$ cat src/rtl/hazard_scoreboard.sv
// hazard_scoreboard
//   Hazard unit for an RR->EX->MEM->WB back end. It keeps the destination
//   writes of the instructions in EX, MEM and WB. For each source operand of
//   the instruction in RR it either raises a load-use stall or registers a
//   forward select that lines up with the instruction once it reaches EX.
//   Optional feature macro: HAZARD_PERF_EN (adds stall_cnt / fwd_cnt).
//   Forward select per source: 0 = RR/EX value, 1 = EX/MEM, 2 = MEM/WB.
module hazard_scoreboard #(
    parameter int REG_AW   = 5,
    parameter int NSRC     = 2,
    parameter int ZERO_REG = 1,
    parameter int PERF_W   = 32
) (
    input  logic                     clock,
    input  logic                     reset,
    input  logic                     rr_valid,
    input  logic [NSRC*REG_AW-1:0]   rr_src,
    input  logic [NSRC-1:0]          rr_src_used,
    input  logic [REG_AW-1:0]        rr_dst,
    input  logic                     rr_wr,
    input  logic                     rr_is_load,
    input  logic                     hold,
    input  logic                     flush,
    output logic                     stall,
    output logic                     bubble,
    output logic [2*NSRC-1:0]        ex_fwd_sel
`ifdef HAZARD_PERF_EN
    ,
    output logic [PERF_W-1:0]        stall_cnt,
    output logic [PERF_W-1:0]        fwd_cnt
`endif
);

    typedef struct packed {
        logic              v;
        logic              wr;
        logic [REG_AW-1:0] dst;
        logic              ld;
    } hist_t;

    localparam logic [1:0] SEL_RR  = 2'd0;
    localparam logic [1:0] SEL_EX  = 2'd1;
    localparam logic [1:0] SEL_MEM = 2'd2;

    hist_t             hist_ex;
    hist_t             hist_mem;
    hist_t             hist_wb;
    logic [NSRC-1:0]   load_use;
    logic [2*NSRC-1:0] sel_next;
    logic              issue;

    // An entry can only be forwarded from if it is a real, writing instruction.
    function automatic logic hits(input hist_t h, input logic [REG_AW-1:0] src);
        return h.v && h.wr && (h.dst == src);
    endfunction

    // Per-source match against the history; the youngest producer wins.
    // NOTE: every output of this block gets a default first so no latch is inferred.
    always_comb begin
        load_use = '0;
        sel_next = '0;
        for (int i = 0; i < NSRC; i++) begin
            if (rr_src_used[i] &&
                !(ZERO_REG != 0 && rr_src[i*REG_AW +: REG_AW] == '0)) begin
                if (hits(hist_ex, rr_src[i*REG_AW +: REG_AW])) begin
                    if (hist_ex.ld) begin
                        load_use[i] = 1'b1;
                    end else begin
                        sel_next[2*i +: 2] = SEL_EX;
                    end
                end else if (hits(hist_mem, rr_src[i*REG_AW +: REG_AW])) begin
                    sel_next[2*i +: 2] = SEL_MEM;
                end else if (hits(hist_wb, rr_src[i*REG_AW +: REG_AW])) begin
                    // The register file writes through in the WB cycle.
                    sel_next[2*i +: 2] = SEL_RR;
                end
            end
        end
    end

    // Pipeline control: flush overrides a stall and both become a bubble.
    always_comb begin
        stall  = rr_valid && !flush && (|load_use);
        bubble = stall || flush;
        issue  = rr_valid && !stall && !flush;
    end

    // History shift and registered forward selects; frozen while hold is high.
    // NOTE: sequential state uses non-blocking assignments so the shift reads pre-edge values.
    always_ff @(posedge clock) begin
        if (reset) begin
            hist_ex    <= '0;
            hist_mem   <= '0;
            hist_wb    <= '0;
            ex_fwd_sel <= '0;
        end else if (!hold) begin
            hist_wb  <= hist_mem;
            hist_mem <= hist_ex;
            if (issue) begin
                hist_ex    <= '{v: 1'b1, wr: rr_wr, dst: rr_dst, ld: rr_is_load};
                ex_fwd_sel <= sel_next;
            end else begin
                hist_ex    <= '0;
                ex_fwd_sel <= '0;
            end
        end
    end

`ifdef HAZARD_PERF_EN
    // Performance counters: stalled cycles and issued instructions that forward.
    always_ff @(posedge clock) begin
        if (reset) begin
            stall_cnt <= '0;
            fwd_cnt   <= '0;
        end else if (!hold) begin
            if (stall) begin
                stall_cnt <= stall_cnt + PERF_W'(1);
            end
            if (issue && (|sel_next)) begin
                fwd_cnt <= fwd_cnt + PERF_W'(1);
            end
        end
    end
`endif

endmodule
$ cat config.mk
export PLATFORM = sky130hd
export DESIGN_NAME = hazard_scoreboard
export DESIGN_NICKNAME = d
export VERILOG_FILES = /design/src/rtl/hazard_scoreboard.sv
export SDC_FILE = /design/constraint.sdc
export NUM_CORES = 1
export LEC_CHECK = 0
export CAP_MARGIN = 5
export CELL_PAD_IN_SITES_DETAIL_PLACEMENT = 1
export CELL_PAD_IN_SITES_GLOBAL_PLACEMENT = 2
export CORE_UTILIZATION = 25
export CTS_BUF_LIST = sky130_fd_sc_hd__clkbuf_8
export CTS_CLUSTER_SIZE = 10
export DETAILED_ROUTE_END_ITERATION = 6
export PLACE_DENSITY = 0.8
export SLEW_MARGIN = 20
export SYNTH_ARGS = -nofsm -noshare
export SYNTH_HDL_FRONTEND = slang
export SYNTH_SLANG_ARGS = --single-unit
$ cat constraint.sdc
create_clock -name clock -period 2.2 [get_ports clock]
set_clock_uncertainty 0.05 [all_clocks]
set_input_delay 0.44 -clock clock [delete_from_list [all_inputs] [get_ports clock]]
set_output_delay 0.44 -clock clock [all_outputs]
set_load 0.05 [all_outputs]
# [Yosys cells after proc, flatten, opt, wreduce, memory -nomap -nowiden]
# Cells that the tools add are included.
[word_totals] ff_bits=19 output_inout_bits=6 elab_cells=46 input_bits=24
[classes] reduce_logical=20 mux=14 eq_ne=4
[ops] op="== test 5 bit" n=4
[ops] op="logical AND 1 bit" n=12
[ops] op="two-way mux 2 bit" n=6
[ops] op="zero test 5 bit" n=2
[ops] op="two-way mux 8 bit" n=1
[ops] op="two-way mux 1 bit" n=6
[ops] op="zero test 1 bit" n=4
[ops] op="two-way mux 4 bit" n=1
[ops] op="OR reduction 2 bit" n=1
[ops] op="logical OR 1 bit" n=1

# [Logic depth before layout (Yosys ltp)]
[logic_depth] word_depth=10 ltp_mapped=6 mapped_depth_nobuf=5

# [Least setup slack after synthesis]
# Ideal clock, no wire load.
[synth_path] path_kind="input to output" startpoint="in rr_src[6]" endpoint="out bubble" setup_slack_ns=-0.111 path_stages=6 required_time_ns=1.710 arrival_time_ns=1.821 path_buffers=1 cell_sequence="or4_1 -> o21ai_2 -> nor3_1 -> o21a_1 -> buf_6 -> a21o_2"
[synth_via] elab_chain_len=7 elab_cells_between_ends=10 cone_classes="eq/ne: 1; mux: 2; reduce/logical: 7"
[synth_lines] element="start, declared" line="17" text="input logic [NSRC*REG_AW-1:0] rr_src,"
[synth_lines] element="== test 5 bit / zero test 5 bit (equally long branches)" line="54, 64"
[synth_lines] element="logical AND 1 bit / zero test 1 bit (equally long branches)" line="54, 64"
[synth_lines] element="two-way mux 1 bit / logical AND 1 bit (equally long branches)" line="65, 63"
[synth_lines] element="two-way mux 1 bit (*)" line="63" text="if (rr_src_used[i] &&"
[synth_lines] element="OR reduction 2 bit (*)" line="83" text="stall = rr_valid && !flush && (|load_use);"
[synth_lines] element="logical AND 1 bit (*)" line="83"
[synth_lines] element="logical OR 1 bit (*)" line="84" text="bubble = stall || flush;"
[synth_lines] element="end, declared" line="25" text="output logic bubble,"
# Mark *: on every way between the ends. The rest lies on a longest branch, timed or not.

# [Final worst setup path]
[layout_path] startpoint="in rr_src[9]" endpoint="out stall"
[layout_via] elab_chain_len=6 elab_cells_between_ends=9 cone_classes="eq/ne: 1; mux: 2; reduce/logical: 6"
[layout_lines] element="== test 5 bit / zero test 5 bit (equally long branches)" line="54, 64"
[layout_lines] element="logical AND 1 bit / zero test 1 bit (equally long branches)" line="54, 64"
[layout_lines] element="two-way mux 1 bit / logical AND 1 bit (equally long branches)" line="65, 63"
[layout_lines] element="two-way mux 1 bit (*)" line="63"
[layout_lines] element="OR reduction 2 bit (*)" line="83"
[layout_lines] element="logical AND 1 bit (*)" line="83"
[layout_lines] element="end, declared" line="24" text="output logic stall,"
# Marked as above.

==> run metrics <==
core footprint=3720 µm²; Starting Density=between 20% and 30%; area share of the leading cell type in the synthesized netlist=a little under 40%; gr ovfl total=0; largest net degree at the start of global routing=12; iteration-0 DRC count of the detailed router=24; via count=a little over 1000; Synth Area per Inst=about 8.7 µm²; CTS tree=built; Final ANT Viol Nets=0; initial antenna violation count=0; Num Clock Sinks=19; average wire per standard cell=between 15 and 20 µm; CTS Buffer Depth=2; Power per Cell Area=between 400 and 500 nW/µm²; ant diodes=0; total routed wirelength=3190 µm; Yosys warning count=0; sequential-to-total area share from yosys stat=between 30% and 40%; Startpoint Class=input pin; final number of setup-violating endpoints=2; FF+latch count, synth=19; Final Cycle Share=108%; Layout Cells excl Fill=~210; crit path capture type=output port; CP max-delay cell=or4_4; die width=64.5 µm; VDD IR-drop max=0.198 mV; R2R depth=8; Yosys top cell by area=dfxtp_1; Clk Tree Root Cell=clkbuf_8; CP endpoint=stall; Clock Latency Late Sink=roughly 0.26 ns; clock-pin slew on the worst setup and hold paths=~0.070 ns; fin area=approximately 1600 µm²; gpl congestion=about 0.91; Max Slew Vio Count=0; post-route core utilization=41.9%; Post-DP Area=between 1000 and 1500 µm²; Mapped Area=976 µm²; port buffer count=29; Critical Path AT=1.88 ns; FP Rows=22; status=complete, but fails checks; FILL cells=between 400 and 500; worst path cell trace=buf_6 -> or4_4 -> o21ai_4 -> nor3_2 -> o21a_1 -> and3b_2 -> buf_8; Total Power=approximately 0.74 mW; fin worst setup slack=-0.171 ns; minimum clock period=~2.4 ns; Setup TNS=-0.327 ns; pre-CTS setup slack=-0.575 ns; Fin. Hold Viols=0; r2r startpoint=hist_ex[4]; CP Data Required Time=approximately 1.7 ns; ratio of cells with drive above 1 in the final layout=a little under a third; Critical path origin=rr_src[9]; WP buf/inv=2; Max Clk Rate=0.422 GHz; # IOs=30; Yosys cell types=25; Vias/cell=4.77; placed insts=200; DP HPWL=between 2000 and 2500 µm; vias in the first global route=1082; CTS Hold Bufs=0; critical path peak fanout=3; worst reg2reg endpoint=ex_fwd_sel[3]; syn_nets=roughly 140; CP top delay family=simple AND/OR/NAND/NOR gates; Synth area leaders=dfxtp_1 39%, xnor2_1 14%, mux2i_1 7.2%, nand2_1 6.5%, o21ai_0 4.6%; reg2reg setup slack=between 0.3 and 0.4 ns; max_cap viols=0; Worst Tran Pin Value=around 0.77 ns; failing checks=setup timing; total CTS buffers=3; Final nets=between 150 and 200; WS Path Type=input pin to output port; Pre-antenna DRT Iters=4; Min Hold Slack=0.452 ns; die height=64.5 µm; RSZ-0062 raised after global routing=yes; max incr delay on CP=roughly 0.53 ns; Slew HR=between 40% and 50%; WP depth=7; Area growth syn-to-layout=59.5%; Worst Hold Class=flop to flop; H-Tree Depth=1; leakage dissipation=roughly 0.60 nW; GRT Overall Usage=~16%; Remaining DRCs=0; die area=between 4000 and 5000 µm²; first-pass GRT wire length=approximately 5200 µm; Synth Instances=about 110
## final cells by class
| type | instances | area (µm²) | area share [%] |
|---|---|---|---|
| clock buffer | 3 | 41.3 | 2.65 |
| tap | 48 | 60.1 | 3.86 |
| multi-input combinational | 89 | 628 | 40.4 |
| timing repair buffer | 52 | 442 | 28.4 |
| clock inverter | 1 | 5.00 | 0.322 |
| sequential | 19 | 380 | 24.4 |
## layer usage
layer,global-route usage [%],share of wire (%)
met5,0,0
met4,5.83,1.2
met3,1.94,2.9
met2,29.9,52
met1,19.4,44
## worst min-delay path, cell delays in order (launching register included)
cell     delay, ns
dfxtp_1       0.34
nand2_1       0.06
o21ai_0       0.06
## repair_timing
| item | 4_1_cts | 5_1_grt |
|---|---|---|
| setup endpoints to repair | 3 | 2 |
| resized for setup | 41 | 7 |
| setup buffers | 6 | 3 |
| pin swaps | 9 | 7 |
## sequential cells by signal, indices dropped and copies added (netlist names)
signal	cells
ex_fwd_sel	4
hist_ex	8
hist_mem	7
## where the power goes
group          total [mW]  internal, mW  switching (mW)
registers           0.356         0.349         0.00695
logic               0.133        0.0770          0.0563
clock network       0.249         0.126           0.123
## cell usage after synthesis
cell type  count
a22oi_1        2
nand4_1        2
buf_6          1
xnor2_1       16
dfxtp_1       19
nor3_1         2
mux2i_1        7
a21o_2         1
o31ai_1        1
o31ai_2        2
buf_1          1
o21ai_1        1
o21ai_0        9
or3b_2         1
and3b_2        1
nor2_1        11
nor2b_1        1
clkbuf_1       2
or4_1          2
xor2_1         4
nor4_1         2
o21ai_2        1
nand2_1       17
nand3_1        5
o21a_1         1
## worst min-delay path by stage
stage             startpoint            end  cells past startpoint
3_5_place_dp   ex_fwd_sel[1]  ex_fwd_sel[1]                      2
5_1_grt           hist_ex[6]     hist_ex[6]                      2
6_report          hist_ex[0]     hist_ex[0]                      2
2_1_floorplan     hist_ex[0]     hist_ex[0]                      2
4_1_cts        ex_fwd_sel[3]  ex_fwd_sel[3]                      2
3_3_place_gp   ex_fwd_sel[3]  ex_fwd_sel[3]                      2
## logic make-up (layout without fill, tap and decap cells)
| family | count (synthesis) | in the layout | share of synthesized area [%] |
|---|---|---|---|
| xor+xnor | 20 | 20 | 17.9 |
| compound gates | 18 | 18 | 12.6 |
| mux | 7 | 7 | 7.18 |
| simple gates | 44 | 44 | 21.0 |
| flops | 19 | 19 | 39.0 |
| buf+inv | 4 | 56 | 2.31 |
## placed cells by master (no fill, tap or decap), types with 2 or more instances in the layout
cell type and instances:
nand2_1 17, nand4_1 2, o21ai_4 2, o31ai_2 3, dfxtp_1 19, or4_4 2
clkbuf_8 3, clkdlybuf4s50_1 17, nor4_1 2, mux2i_1 7, clkbuf_2 2, buf_2 4
buf_4 23, nor2_1 11, a22oi_1 2, buf_6 3, xnor2_1 15, xor2_1 4
nand3_1 5, nor3_2 2, o21ai_0 9
No activity file was read; power rests on OpenSTA's default activity.
==> variant 1 (config.mk and constraints unchanged) <==
Add a define of `HAZARD_PERF_EN`.
--- a/src/rtl/hazard_scoreboard.sv
+++ b/src/rtl/hazard_scoreboard.sv
@@ -7,2 +7,4 @@
 //   Forward select per source: 0 = RR/EX value, 1 = EX/MEM, 2 = MEM/WB.
+`define HAZARD_PERF_EN
+
 module hazard_scoreboard #(
Behaviour (old outputs only; new: fwd_cnt and stall_cnt): unchanged (Yosys induction, for registers that start in step).
==> variant 1 against the original RTL <==
- the run still ends with setup timing left
- fmax down 8.8%
- register-to-register slack worse by 0.69 ns
- synthesized area rose to 4.2 times the old value
- design area rose to 4.6 times the old value
- count of clock-buffer cells in the layout up 7
- sequential power rose to 4.2 times the old value
- largest cell class unchanged
- sequential cell count up 64
- total power rose to 3.9 times the old value
- combinational power up 50%
- routed wire length rose to 5.0 times the old value
- setup slack worse by 0.23 ns
==> variant 1: results <==
set metrics [dict create \
    synth_area_leaders "dfxtp_1 (41%), a21oi_1 (6.2%), xor2_1 (5.4%), or3_1 (5.1%), nor2_1 (4.4%)" \
    power.density_nw_per_um2 401 \
    num-multi-input-gates 366 \
    multi_input_area_share_pct 39.7 \
    grt_use_total_pct 19.0 \
    setup_slack_ns -0.400 \
    htreeDepth 3 \
    num-nonclk-buffers 211 \
    synth_cell_types 43 \
    syn_nets 513 \
    seq_share_pct 24.4 \
    status "finished, violations left" \
    violations "setup timing" \
    cts_buffers 9 \
    wl_met1_um 6560 \
    worstMarginPinSlew_ns 0.548 \
    portBuffers 93 \
    insertion_delay_ns 0.37 \
    path_clk_slew_ns 0.09 \
    setup_viol 64 \
    peakVddDrop_mv 0.270 \
    drt_iter0_drc 161 \
    synthTopCellsByCount "dfxtp_1 (83), a21oi_1 (50), nor2_1 (48)" \
    cp_max_fo 2 \
    dpl_cell_area_sq_um 5930 \
    grt.met1_usage_pct 21.7 \
]
[variant 1: power breakdown]
part	leakage (nW)	internal, mW	switching, mW	total, mW
clock	0.0971	0.545	0.607	1.15
combinational	2.14	0.0974	0.103	0.200
sequential	0.686	1.49	0.00706	1.50
[variant 1: worst paths after layout]
check | startpoint | depth (start not counted) | slack [ns] | end
worst min register to register | ex_fwd_sel[1]$_SDFFE_PP0N_ | 2 | 0.42 | ex_fwd_sel[1]$_SDFFE_PP0N_
worst max-delay path | rr_src[2] | 9 | -0.40 | bubble
worst max register to register | hist_ex[4]$_SDFFE_PP0N_ | 10 | -0.34 | stall_cnt[31]$_SDFFE_PP0P_
worst min-delay path | ex_fwd_sel[1]$_SDFFE_PP0N_ | 2 | 0.42 | ex_fwd_sel[1]$_SDFFE_PP0N_
[variant 1: what timing repair did]
item / 4_1_cts / 5_1_grt
pin swaps: 66 / 34
resized for setup: 125 / 101
endpoints found under the setup margin: 79 / 91
setup buffers: 30 / 7
gates cloned: 6 / 1
==> variant 2 (config.mk and constraints unchanged) <==
Without the edit above. `ZERO_REG`: 1 -> 0.
--- a/src/rtl/hazard_scoreboard.sv
+++ b/src/rtl/hazard_scoreboard.sv
@@ -10,3 +10,3 @@
     parameter int NSRC     = 2,
-    parameter int ZERO_REG = 1,
+    parameter int ZERO_REG = 0,
     parameter int PERF_W   = 32
Formal check against the unedited RTL: not equivalent (a bounded check fails within 4 cycles, from zero or initial values and one cycle with reset high).
==> variant 2 against the original RTL <==
- routed wire length is 11% lower
- global-route usage fell by 1.5 points
- total power shrank 0.87%
- sequential cell count did not move
- non-clock buffer count rose by 5
- setup slack better by 0.21 ns
- synthesized area fell by 0.90%
- design area is 2.9% higher
==> variant 2: results <==
set metrics [dict create \
    status "complete, no violations" \
    wl_met2_um 1510 \
    post-cts-setup-buffers 10 \
    hold_ws_ns 0.418 \
    p_switching_mw 0.182 \
    grt_use_met3_pct 1.79 \
    finalPower_mw 0.732 \
    wl_met3_um 81 \
    grt.met1_usage_pct 15.8 \
    drt_iter0_drc 12 \
    grt_use_total_pct 14.8 \
    ys_seq_area_share_pct 39.3 \
    synth_cell_types 27 \
    p_leak_nw 0.654 \
    wire_per_inst_um 13.9 \
    arrival_ns 1.67 \
    multiInputGateArea_sq_um 598 \
    peakVddDrop_mv 0.277 \
    relSlewSlack_pct 66.5 \
    drive_above_1_share_pct 38.2 \
    powerSeq_mw 0.355 \
    critPathCapture "bubble" \
    post-place-ws_ns -0.256 \
    avgSynthCellArea_sq_um 9.77 \
    ctsResizeCount 29 \
    r2r_start "hist_ex[3]$_SDFFE_PP0N_" \
    synth_xor_area_share_pct 18.1 \
    dpl.hpwl_um 2160 \
    grt_first_pass_wirelength_um 4660 \
    wl_met1_um 1180 \
    dpl_cell_area_sq_um 1440 \
    grt_max_degree 13 \
    syn_nets 123 \
    reg2reg_depth 13 \
    num-nets-final 182 \
    grt_pass1_vias 1033 \
    finalNonFillerCells 205 \
]
==> variant 2: cell types whose count changed in the layout (fill, tap and decap cells not counted), moves of 4 or more <==
cell | before | now
xnor2_1 | 15 | 9
a32o_1 | 0 | 7
dfxtp_2 | 0 | 4
xor2_1 | 4 | 8
dfxtp_1 | 19 | 13
buf_4 | 23 | 27
o21ai_0 | 9 | 0
nand2_1 | 17 | 6
==> variant 2: kinds of logic after synthesis <==
family,Yosys count
xor gates and xnor gates,20
and+or+nand+nor,33
DFF,19
buffers and inverters,5
muxes,7
AOI/OAI and AO/OA,15
==> variant 2: final cells by class <==
class,count,share of cell area (%)
tap,48,3.75
inverter,2,0.469
clock buffer,3,2.58
timing repair buffer,57,30.9
multi-input combinational,75,37.3
sequential,19,24.5
clock inverter,1,0.469
==> variant 2: worst max-delay path, stage by stage <==
cell and delay [ns]:
clkdlybuf4s50_1 0.50, inv_1 0.06, nor3_2 0.22, o21ai_2 0.11, o21bai_2 0.18, buf_12 0.16
